<file path="src/rtl/param_elastic_pipe_pkg.sv">
// Shared helpers for the elastic pipeline slice.
package param_elastic_pipe_pkg;

  // Width of the occupancy counter; at least 1 bit so the DEPTH=0 bypass keeps a legal port.
  function automatic int cnt_w(input int depth);
    return (depth < 1) ? 1 : $clog2(depth + 1);
  endfunction

endpackage

</file>
<file path="src/rtl/param_elastic_pipe_if.sv">
// Upstream/downstream handshake bundle plus occupancy for param_elastic_pipe.
interface param_elastic_pipe_if
  import param_elastic_pipe_pkg::*;
#(
  parameter int WIDTH = 18,
  parameter int DEPTH = 2
);
  localparam int CW = cnt_w(DEPTH);

  logic [WIDTH-1:0] in_data;
  logic             in_valid;
  logic             in_ready;
  logic [WIDTH-1:0] out_data;
  logic             out_valid;
  logic             out_ready;
  logic [CW-1:0]    count;

  modport master (
    output in_data, in_valid, out_ready,
    input  in_ready, out_data, out_valid, count
  );

  modport slave (
    input  in_data, in_valid, out_ready,
    output in_ready, out_data, out_valid, count
  );
endinterface

</file>
<file path="src/rtl/param_elastic_pipe_pipe_stage.sv">
// One data+valid register of the elastic pipe; flush beats advance.
module pipe_stage #(
  parameter int WIDTH      = 18,
  parameter bit CLEAR_DATA = 1'b0
) (
  input  logic             clk,
  input  logic             rst_n,
  input  logic [WIDTH-1:0] up_data,
  input  logic             up_valid,
  input  logic             adv,
  input  logic             flush,
  output logic [WIDTH-1:0] data_q,
  output logic             vld_q
);
  logic [WIDTH-1:0] data_d;
  logic             vld_d;

  always_comb begin
    data_d = data_q;
    vld_d  = vld_q;
    if (flush) begin
      vld_d = 1'b0;
      if (CLEAR_DATA) data_d = '0;
    end else if (adv) begin
      vld_d = up_valid;
      // bubbles leave the data register untouched
      if (up_valid) data_d = up_data;
    end
  end

  always_ff @(posedge clk or negedge rst_n) begin
    if (!rst_n) begin
      data_q <= '0;
      vld_q  <= 1'b0;
    end else begin
      data_q <= data_d;
      vld_q  <= vld_d;
    end
  end
endmodule

</file>
<file path="src/rtl/param_elastic_pipe.sv">
// DEPTH-stage valid/ready pipe with bubble collapse, clock enable, flush and occupancy count.
module param_elastic_pipe
  import param_elastic_pipe_pkg::*;
#(
  parameter int WIDTH      = 18,
  parameter int DEPTH      = 2,
  parameter bit CLEAR_DATA = 1'b0
) (
  input  logic                clk,
  input  logic                rst_n,
  input  logic                clk_enable,
  input  logic                flush,
  param_elastic_pipe_if.slave io
);
  localparam int CW = cnt_w(DEPTH);

  logic open_g;
  assign open_g = clk_enable & ~flush;

  generate
    if (DEPTH == 0) begin : g_bypass
      logic unused_bypass;
      assign unused_bypass = &{1'b0, clk, rst_n};
      assign io.out_data   = io.in_data;
      assign io.out_valid  = io.in_valid & open_g;
      assign io.in_ready   = io.out_ready & open_g;
      assign io.count      = '0;
    end else begin : g_pipe
      logic [DEPTH:0]            rdy;
      logic [DEPTH:0]            vchain;
      logic [DEPTH:0][WIDTH-1:0] dchain;
      logic [DEPTH-1:0]          adv;
      logic                      run_q, run_d;
      logic [CW-1:0]             cnt_q, cnt_d;
      logic                      in_xfer, out_xfer;

      assign dchain[0]  = io.in_data;
      assign vchain[0]  = io.in_valid;
      assign rdy[DEPTH] = io.out_ready;

      for (genvar k = 0; k < DEPTH; k++) begin : g_stage
        assign rdy[k] = ~vchain[k+1] | rdy[k+1];
        assign adv[k] = rdy[k] & open_g & run_q;
        pipe_stage #(.WIDTH(WIDTH), .CLEAR_DATA(CLEAR_DATA)) u_stage (
          .clk      (clk),
          .rst_n    (rst_n),
          .up_data  (dchain[k]),
          .up_valid (vchain[k]),
          .adv      (adv[k]),
          .flush    (flush),
          .data_q   (dchain[k+1]),
          .vld_q    (vchain[k+1])
        );
      end

      // run_q holds the input side closed until the first edge after reset release
      assign io.in_ready  = rdy[0] & open_g & run_q;
      assign io.out_valid = vchain[DEPTH] & open_g;
      assign io.out_data  = dchain[DEPTH];
      assign io.count     = cnt_q;

      assign in_xfer  = io.in_valid & io.in_ready;
      assign out_xfer = io.out_valid & io.out_ready;

      always_comb begin
        run_d = 1'b1;
        cnt_d = cnt_q;
        if (flush)                    cnt_d = '0;
        else if (in_xfer & ~out_xfer) cnt_d = cnt_q + CW'(1);
        else if (~in_xfer & out_xfer) cnt_d = cnt_q - CW'(1);
      end

      always_ff @(posedge clk or negedge rst_n) begin
        if (!rst_n) begin
          run_q <= 1'b0;
          cnt_q <= '0;
        end else begin
          run_q <= run_d;
          cnt_q <= cnt_d;
        end
      end
    end
  endgenerate
endmodule

</file>
<file path="src/flat_wrapper.sv">
// flat-port wrapper written by rule: the top's interface ports become plain ports
module param_elastic_pipe_flat import param_elastic_pipe_pkg::*;
#(
  parameter int WIDTH      = 18,
  parameter int DEPTH      = 2,
  parameter bit CLEAR_DATA = 1'b0
)
  (clk, rst_n, clk_enable, flush, io_in_data, io_in_valid, io_out_ready, io_in_ready, io_out_data, io_out_valid, io_count);
  param_elastic_pipe_if #(.WIDTH(WIDTH), .DEPTH(DEPTH)) io_i ();
  input  logic clk;
  input  logic rst_n;
  input  logic clk_enable;
  input  logic flush;
  input wire logic [$bits(io_i.in_data)-1:0] io_in_data;
  input wire logic [$bits(io_i.in_valid)-1:0] io_in_valid;
  input wire logic [$bits(io_i.out_ready)-1:0] io_out_ready;
  output wire logic [$bits(io_i.in_ready)-1:0] io_in_ready;
  output wire logic [$bits(io_i.out_data)-1:0] io_out_data;
  output wire logic [$bits(io_i.out_valid)-1:0] io_out_valid;
  output wire logic [$bits(io_i.count)-1:0] io_count;
  assign io_i.in_data = io_in_data;
  assign io_i.in_valid = io_in_valid;
  assign io_i.out_ready = io_out_ready;
  assign io_in_ready = io_i.in_ready;
  assign io_out_data = io_i.out_data;
  assign io_out_valid = io_i.out_valid;
  assign io_count = io_i.count;
  param_elastic_pipe #(.WIDTH(WIDTH), .DEPTH(DEPTH), .CLEAR_DATA(CLEAR_DATA)) u_core (.clk(clk), .rst_n(rst_n), .clk_enable(clk_enable), .flush(flush), .io(io_i));
endmodule
</file>
<file path="config.mk">
export PLATFORM = sky130hd
export DESIGN_NAME = param_elastic_pipe_flat
export DESIGN_NICKNAME = d
export VERILOG_FILES = /design/src/rtl/param_elastic_pipe_pkg.sv /design/src/rtl/param_elastic_pipe_if.sv /design/src/rtl/param_elastic_pipe_pipe_stage.sv /design/src/rtl/param_elastic_pipe.sv /design/src/flat_wrapper.sv
export SDC_FILE = /design/constraint.sdc
export NUM_CORES = 1
export LEC_CHECK = 0
export ABC_AREA = 1
export CELL_PAD_IN_SITES_DETAIL_PLACEMENT = 2
export CELL_PAD_IN_SITES_GLOBAL_PLACEMENT = 2
export CORE_AREA = 2 2 90 92
export CTS_BUF_LIST = sky130_fd_sc_hd__clkbuf_8
export DETAILED_ROUTE_END_ITERATION = 10
export DIE_AREA = 0 0 92 94
export GPL_TIMING_DRIVEN = 0
export MAX_ROUTING_LAYER = met4
export PLACE_DENSITY = 0.7
export SYNTH_ARGS = -nofsm -noshare
export SYNTH_HDL_FRONTEND = slang
export SYNTH_SLANG_ARGS = --single-unit
</file>
<file path="constraint.sdc">
create_clock -name clk -period 2.96 [get_ports clk]
set_clock_uncertainty 0.2 [all_clocks]
set_input_delay 0.296 -clock clk [delete_from_list [all_inputs] [get_ports clk]]
set_output_delay 0.296 -clock clk [all_outputs]
set_load 0.03 [all_outputs]
</file>
# Yosys cells after proc, flatten, opt, wreduce, memory -nomap -nowiden

Index checks and enable logic that the tools add are counted.

Output and inout port bits: 22
Word-level logic and storage cells: 37
Input bits: 24
Flip-flop bits (word level): 41

Reductions and logical operators: 5
Bitwise logic cells: 17
Add/subtract/negate cells: 2
Muxes and demuxes: 7

Operators by type and width:

| cell                                                                | number |
|---|---|
| 1-bit AND                                                           | 10 |
| 2-bit two-way mux                                                   | 3 |
| 3-bit AND reduction                                                 | 2 |
| 1-bit NOT                                                           | 5 |
| 1-bit two-way mux                                                   | 4 |
| 2-bit nonzero test                                                  | 2 |
| 3-bit nonzero test                                                  | 1 |
| 2-bit by 1-bit adder with 2-bit output (second input constant)      | 1 |
| 1-bit OR                                                            | 2 |
| 2-bit by 1-bit subtractor with 2-bit output (second input constant) | 1 |

# Longest topological paths before layout

Gate-level depths: netlist (run 1).

Word-level depth: 11
Gate-level depth with buffers: 9

# Modules after synthesis

A second synthesis (run 1) with hierarchy kept.

Cells, all modules: 202
Area total of the unflattened synthesis: 1861.8 um^2

Modules (own cells, without submodules):

| module             | times used | area an instance (um^2) | sequential area each (um^2) | cells each |
|---|---|---|---|---|
| pipe_stage         | 2          | 815.8                   | 475.5                       | 84 |
| param_elastic_pipe | 1          | 230.2                   | 75.1                        | 34 |

# Worst setup path after synthesis (run 1)

Ideal clock, no wire load.

Path type: register -> output
Start point: reg u_core.g_pipe.g_stage[0].u_stage.vld_q
End point: out io_in_ready
Cell stages (with the launch flop): 4
Data arrival time: 1.235 ns
Slack: 1.229 ns
Path through: dfrtp_1 > buf_2 > clkbuf_1 > a31oi_1

Word-level cells in the longest chain between the ends: 4

Ends and longest elaborated chain:

| item                     | line                                | source |
|---|---|---|
| start: declaration       | param_elastic_pipe_pipe_stage.sv:13 | `output logic vld_q` |
| start signal: assignment | param_elastic_pipe_pipe_stage.sv:37 | `vld_q <= vld_d;` |
| 1-bit NOT                | param_elastic_pipe.sv:42            | `assign rdy[k] = ~vchain[k+1] \| rdy[k+1];` |
| 1-bit OR                 | param_elastic_pipe.sv:42            |  |
| 1-bit AND (2 in a row)   | param_elastic_pipe.sv:57            | `assign io.in_ready = rdy[0] & open_g & run_q;` |
| end: declaration         | flat_wrapper.sv:17                  | `output wire logic [$bits(io_i.in_ready)-1:0] io_in_ready;` |

Every way passes these cells.

# Worst setup path in the final report (run 1)

Same ends and word-level chain as after synthesis.

==> results of run 1 <==
-- timing repair --
item,4_1_cts,5_1_grt
setup buffers,0,0
hold buffers,1,0
hold endpoints to repair,16,0
-- routing by layer --
layer  routed length (um)  track usage (%)  up-vias
met3                  180            3.050        5
li1                     -                -      735
met5                    0                -        -
met2                 2363            20.47       32
met4                   61            3.358        0
met1                 2211            15.36      769
-- final cells by class --
type / instances / area (um2)
fill: 888 / 5050
timing repair buffer: 47 / 475.5
buffer: 27 / 200.2
clock inverter: 3 / 17.52
clock buffer: 5 / 68.82
multi-input combinational: 116 / 551.8
inverter: 24 / 90.09
sequential: 41 / 1026
tap: 102 / 127.6
-- sequential cells by signal, summed over array words and instances, names as in the netlist --
| register | flops |
|---|---|
| u_core.g_pipe.g_stage.u_stage.data_q | 36 |
| u_core.g_pipe.g_stage.u_stage.vld_q | 2 |
| u_core.io.count | 2 |
| u_core.g_pipe.run_q | 1 |
-- power by group --
part | internal [mW] | total, mW | switching, mW | leakage (nW)
clock network | 0.163 | 0.363 | 0.200 | 0.0439
logic | 0.226 | 0.463 | 0.236 | 0.731
registers | 0.659 | 0.713 | 0.0535 | 0.526
-- how the worst max path moves through the flow --
stage	startpoint	end	slack, ns	depth (start not counted)
floorplan	u_core.g_pipe.g_stage[0].u_stage.vld_q$_DFFE_PN0P_	io_in_ready	1.23	3
global placement	rst_n	u_core.g_pipe.g_stage[0].u_stage.data_q[3]$_DFFE_PN0P_	0.24	1
detailed placement	flush	io_in_ready	0.56	5
CTS	u_core.g_pipe.g_stage[0].u_stage.vld_q$_DFFE_PN0P_	io_in_ready	0.30	4
global route	u_core.g_pipe.g_stage[0].u_stage.vld_q$_DFFE_PN0P_	io_in_ready	0.26	4
finish	u_core.g_pipe.g_stage[0].u_stage.vld_q$_DFFE_PN0P_	io_in_ready	0.37	4
-- worst max-delay path: stages, from the launching register on --
cell and delay [ns]:
dfrtp_1 0.32, buf_2 0.24, clkbuf_1 0.44, a31oi_1 0.17, clkdlybuf4s50_1 0.64
-- cell usage after synthesis --
| cell type | n | share of area [%] |
|---|---|---|
| a21oi_4 | 1 | 0.87 |
| inv_1 | 23 | 4.6 |
| a31oi_1 | 1 | 0.34 |
| o21ai_1 | 2 | 0.54 |
| nor2_2 | 1 | 0.34 |
| nand3_1 | 20 | 5.4 |
| nand2_4 | 1 | 0.60 |
| nand3_2 | 2 | 1.1 |
| xnor2_1 | 1 | 0.47 |
| a21oi_1 | 4 | 1.1 |
| buf_2 | 3 | 0.80 |
| buf_4 | 19 | 7.6 |
| clkbuf_2 | 1 | 0.27 |
| nand2_1 | 55 | 11 |
| buf_6 | 3 | 1.8 |
| clkbuf_1 | 1 | 0.20 |
| o21ai_2 | 3 | 1.4 |
| nor2_1 | 6 | 1.2 |
| dfrtp_1 | 41 | 55 |
| inv_2 | 1 | 0.20 |
| nand2_2 | 1 | 0.34 |
| o21ai_0 | 15 | 4.0 |
| conb_1 | 1 | 0.20 |
| nand4_1 | 2 | 0.67 |
-- kinds of logic after synthesis --
group	after synthesis	synth area share, %
other cells	1	0.2007
xor+xnor	1	0.4689
buf+inv	51	15.54
simple gates	88	20.63
compound gates	26	8.239
flops	41	54.92
-- layout by cell type, fill, tap and decap left out --
| cell | synthesis | routed |
|---|---|---|
| o21ai_1 | 2 | 2 |
| o21ai_0 | 15 | 15 |
| clkinv_2 | 0 | 2 |
| buf_2 | 3 | 4 |
| nor2_1 | 6 | 6 |
| nand2_1 | 55 | 55 |
| clkdlybuf4s50_1 | 0 | 44 |
| nand4_1 | 2 | 2 |
| nand3_2 | 2 | 2 |
| dfrtp_1 | 41 | 41 |
| nand2_4 | 1 | 1 |
| inv_2 | 1 | 1 |
| dlygate4sd3_1 | 0 | 1 |
| nand2_2 | 1 | 1 |
| conb_1 | 1 | 1 |
| clkbuf_2 | 1 | 1 |
| o21ai_2 | 3 | 3 |
| a31oi_1 | 1 | 1 |
| a21oi_1 | 4 | 4 |
| clkbuf_8 | 0 | 5 |
| xnor2_1 | 1 | 1 |
| clkbuf_1 | 1 | 1 |
| buf_4 | 19 | 19 |
| buf_6 | 3 | 3 |
| nand3_1 | 20 | 20 |
| nor2_2 | 1 | 1 |
| a21oi_4 | 1 | 1 |
| clkinvlp_4 | 0 | 1 |
| buf_12 | 0 | 1 |
| inv_1 | 23 | 23 |
-- metrics by stage --
step	setup WS, ns	instance area (um2)	hold slack, ns	cells	power [mW]
2_1_floorplan	1.229	1868	-0.1996	208	1.001
3_3_place_gp	0.2387	2446	0.2555	355	1.173
3_5_place_dp	0.5596	2461	0.06708	356	1.198
4_1_cts	0.3044	2557	0.2872	365	1.571
5_1_grt	0.2640	2557	0.2997	365	1.641
6_report	0.3716	2557	0.2723	365	1.538
==> results.cfg, run 1 <==
[status]
outcome = complete, no violations

[global_routing]
grt-ovfl-total = 0
antenna_found_initial = 0
grt_usage_pct = 12.41
grt_pass1_vias = 1710
grt_max_degree = 26
grt_pass1_wl_um = 8190

[cts]
clk_pin_slew_ns = 0.08
cts.path.max_buffers = 2
cts_max_level = 2
clk_latency_ns = 0.29
cts_root_buffer = clkbuf_8
ctsResizeCount = 0
cts_tree = yes
cts_buffers = 5
cts_num_sinks = 41

[synthesis]
synth_seq_cells = 41
synth_area_per_cell_um2 = 8.981
synth_area_um2 = 1868
ys_seq_area_share_pct = 54.92
yosys_warnings = 0
synth_nets = 232
synth.distinct_cells = 24
syn_inst = 208

[cells_and_area]
antenna_cells = 0
final_nets = 286
drive_gt1_share_pct = 17.49
post-route-util_pct = 33.62
area_delta_synth_final_pct = 36.91

[die]
start_util_pct = 24.56
core_area_um2 = 7607
io_pins = 46
die_area_um2 = 8648
fp.dieW_um = 92
dieHeight_um = 94
row_count = 32

[timing]
finalSetupViolCount = 0
hold_viol = 0
max_slew.worst_pin.slew_ns = 0.5055
fmax_ghz = 0.3863
max-slew-margin-rel_pct = 66.30
period_minus_slack_ns = 2.588
rsz0062_at_grt = false
period_share_pct = 87.45
tns_ns = 0
drv_slew = 0

[drt]
wl_per_cell_um = 13.20
via_per_inst = 4.222
drc = 0
detail-route-antenna-nets = 0
num_vias = 1541
drtIter0Drc = 44
drtPass1Iterations = 4
routed_wl_um = 4818

[worst_setup_path]
crit_required_ns = 2.46
path_max_fanout = 10
worstSetupEndpointType = output port
regToRegSetupSlack_ns = 1.38
reg2reg_depth = 5
r2r_end = u_core.g_pipe.g_stage[0].u_stage.data_q[2]$_DFFE_PN0P_
critPathKind = reg2out
reg2reg_from = u_core.g_pipe.g_stage[0].u_stage.vld_q$_DFFE_PN0P_
start_kind = register
critPathArrivalTime_ns = 2.09

[placed_design]
dp_hpwl_um = 3676
gp_congestion = 0.7702
numPortBuffers = 45

[pwr]
ir_drop_v = 0.0002141
p_per_area_nw_per_um2 = 601.5
p_leak_nw = 1.301

[flow_run]
max_cap_viol_count = 0

[worst_hold_path]
hp-class = in2async
Note: power is estimated with default switching activity, not from simulation.
==> run 2: changes to the inputs <==
SKIP_LAST_GASP = 1   (was unset)
==> results of run 2 <==
No change in the layout: final DEF, timing and power equal those of run 1.
==> run 3: changes to the inputs <==
CTS_BUF_LIST = sky130_fd_sc_hd__clkbuf_4   (was sky130_fd_sc_hd__clkbuf_8)
==> results.cfg, run 3 (synthesis results as in run 1) <==
[cts]
cts_num_sinks = 41
ctsResizeCount = 0
clk_latency_ns = 0.35
cts_max_level = 2
cts_buffers = 5
clk_pin_slew_ns = 0.14
cts_tree = yes
cts_root_buffer = clkbuf_4
cts.path.max_buffers = 2

[timing]
max-slew-margin-rel_pct = 66.20
finalSetupViolCount = 0
hold_viol = 0
drv_slew = 0
tns_ns = 0
period_minus_slack_ns = 2.666
fin_ws_ns = 0.2940
max_slew.worst_pin.slew_ns = 0.5070
rsz0062_at_grt = false
period_share_pct = 90.07
fmax_ghz = 0.3751
holdWs_ns = 0.1874

[worst_hold_path]
hp-class = in2async

[cells_and_area]
top_register = u_core.g_pipe.g_stage.u_stage.data_q
fillCellCount = 891
area_delta_synth_final_pct = 35.23
largest_reg_flops = 36
final_common_cell = nand2_1
antenna_cells = 0
fin_area_um2 = 2526
multiInputGateArea_um2 = 551.8
drive_gt1_share_pct = 17.49
final_cell_mix = 55 x nand2_1, 44 x clkdlybuf4s50_1, 41 x dfrtp_1
final_nets = 286
regArea_um2 = 1026

[drt]
num_vias = 1543
via_per_inst = 4.227
routed_wl_um = 4810
drtPass1Iterations = 4
drtIter0Drc = 34
drc = 0
wl_per_cell_um = 13.18
detail-route-antenna-nets = 0

[worst_setup_path]
r2r_end = u_core.g_pipe.g_stage[0].u_stage.data_q[2]$_DFFE_PN0P_
crit_required_ns = 2.46
worstSetupEndpointType = output port
reg2reg_from = u_core.g_pipe.g_stage[0].u_stage.vld_q$_DFFE_PN0P_
path_max_fanout = 10
path_cells = buf_2, clkbuf_1, a31oi_1, clkdlybuf4s50_1
crit_buf_inv = 3
regToRegSetupSlack_ns = 1.40
start_kind = register
critPathKind = reg2out
critPathMaxStageDelay_ns = 0.64
reg2reg_depth = 5
critPathArrivalTime_ns = 2.17
path_delay_family = buffers and inverters
cp_slowest_cell = clkdlybuf4s50_1

[die]
core_area_um2 = 7607
die_area_um2 = 8648
row_count = 32
io_pins = 46
start_util_pct = 24.56
fp.dieW_um = 92
dieHeight_um = 94

[pwr]
power_frac_clock_pct = 19.7
p_leak_nw = 1.288
power.total_mw = 1.463
switchingPower_mw = 0.4888
p_sw_share_pct = 33.40
p_comb_share_pct = 31.6
p_per_area_nw_per_um2 = 579.3
p_int_mw = 0.9745
seqPwrFrac_pct = 48.7
ir_drop_v = 0.0001352

[placed_design]
gp_congestion = 0.7702
place_area_um2 = 2461
dp_hpwl_um = 3676
place_ws_ns = 0.5596
numPortBuffers = 45

[flow_run]
max_cap_viol_count = 0

[status]
outcome = complete, no violations

[global_routing]
grt-ovfl-total = 0
antenna_found_initial = 0
grt_max_degree = 26
grt_pass1_vias = 1719
grt_usage_pct = 12.41
grt_pass1_wl_um = 8176
-- run 3: cell types whose count changed in the layout (fill, tap and decap cells not counted) --
cell | previous run | this run
clkbuf_8 | 5 | 0
clkbuf_4 | 0 | 5
-- run 3: repair_timing --
action,in CTS,in global routing
setup buffers,0,0
hold buffers,1,0
endpoints found under the hold margin,16,0
-- run 3: power groups by stage --
stage / Sequential [mW] / Clock [mW] / Combinational (mW)
3_3_place_gp: 0.721 / 0 / 0.453
2_1_floorplan: 0.714 / 0 / 0.287
3_5_place_dp: 0.726 / 0 / 0.472
4_1_cts: 0.714 / 0.302 / 0.474
5_1_grt: 0.727 / 0.325 / 0.508
6_report: 0.712 / 0.289 / 0.463
-- run 3: worst max-delay path by stage --
stage | cells past startpoint | start | endpoint
2_1_floorplan | 3 | u_core.g_pipe.g_stage[0].u_stage.vld_q$_DFFE_PN0P_ | io_in_ready
3_3_place_gp | 1 | rst_n | u_core.g_pipe.g_stage[0].u_stage.data_q[3]$_DFFE_PN0P_
3_5_place_dp | 5 | flush | io_in_ready
4_1_cts | 4 | u_core.g_pipe.g_stage[0].u_stage.vld_q$_DFFE_PN0P_ | io_in_ready
5_1_grt | 4 | u_core.g_pipe.g_stage[0].u_stage.vld_q$_DFFE_PN0P_ | io_in_ready
6_report | 4 | u_core.g_pipe.g_stage[0].u_stage.vld_q$_DFFE_PN0P_ | io_in_ready
-- run 3: stage by stage --
stage               std cells  util (%)
detailed placement        356     32.35
global placement          355     32.15
floorplan                 208         -
finish                    365     33.21
global route              365     33.21
CTS                       365     33.21
-- run 3: metal layers --
layer	part of all wire (%)	vias up	global-route usage (%)
li1	-	737	-
met1	46	765	15.41
met2	49	33	20.40
met3	3.5	8	2.087
met4	1.7	0	4.851
met5	0	-	-
-- run 3: layout make-up --
type	instances	share of cell area, %
Clock buffer	5	1.486
Buffer	27	7.925
Inverter	24	3.566
Sequential cell	41	40.61
Tap cell	102	5.052
Multi-Input combinational cell	116	21.84
Clock inverter	3	0.6934
Timing Repair Buffer	47	18.82
-- run 3: worst reg2reg max path, stage by stage, from the launching register on --
cell and delay, ns:
dfrtp_1 0.38, buf_2 0.19, nand3_1 0.15, nand3_2 0.12, clkbuf_2 0.23, o21ai_0 0.22
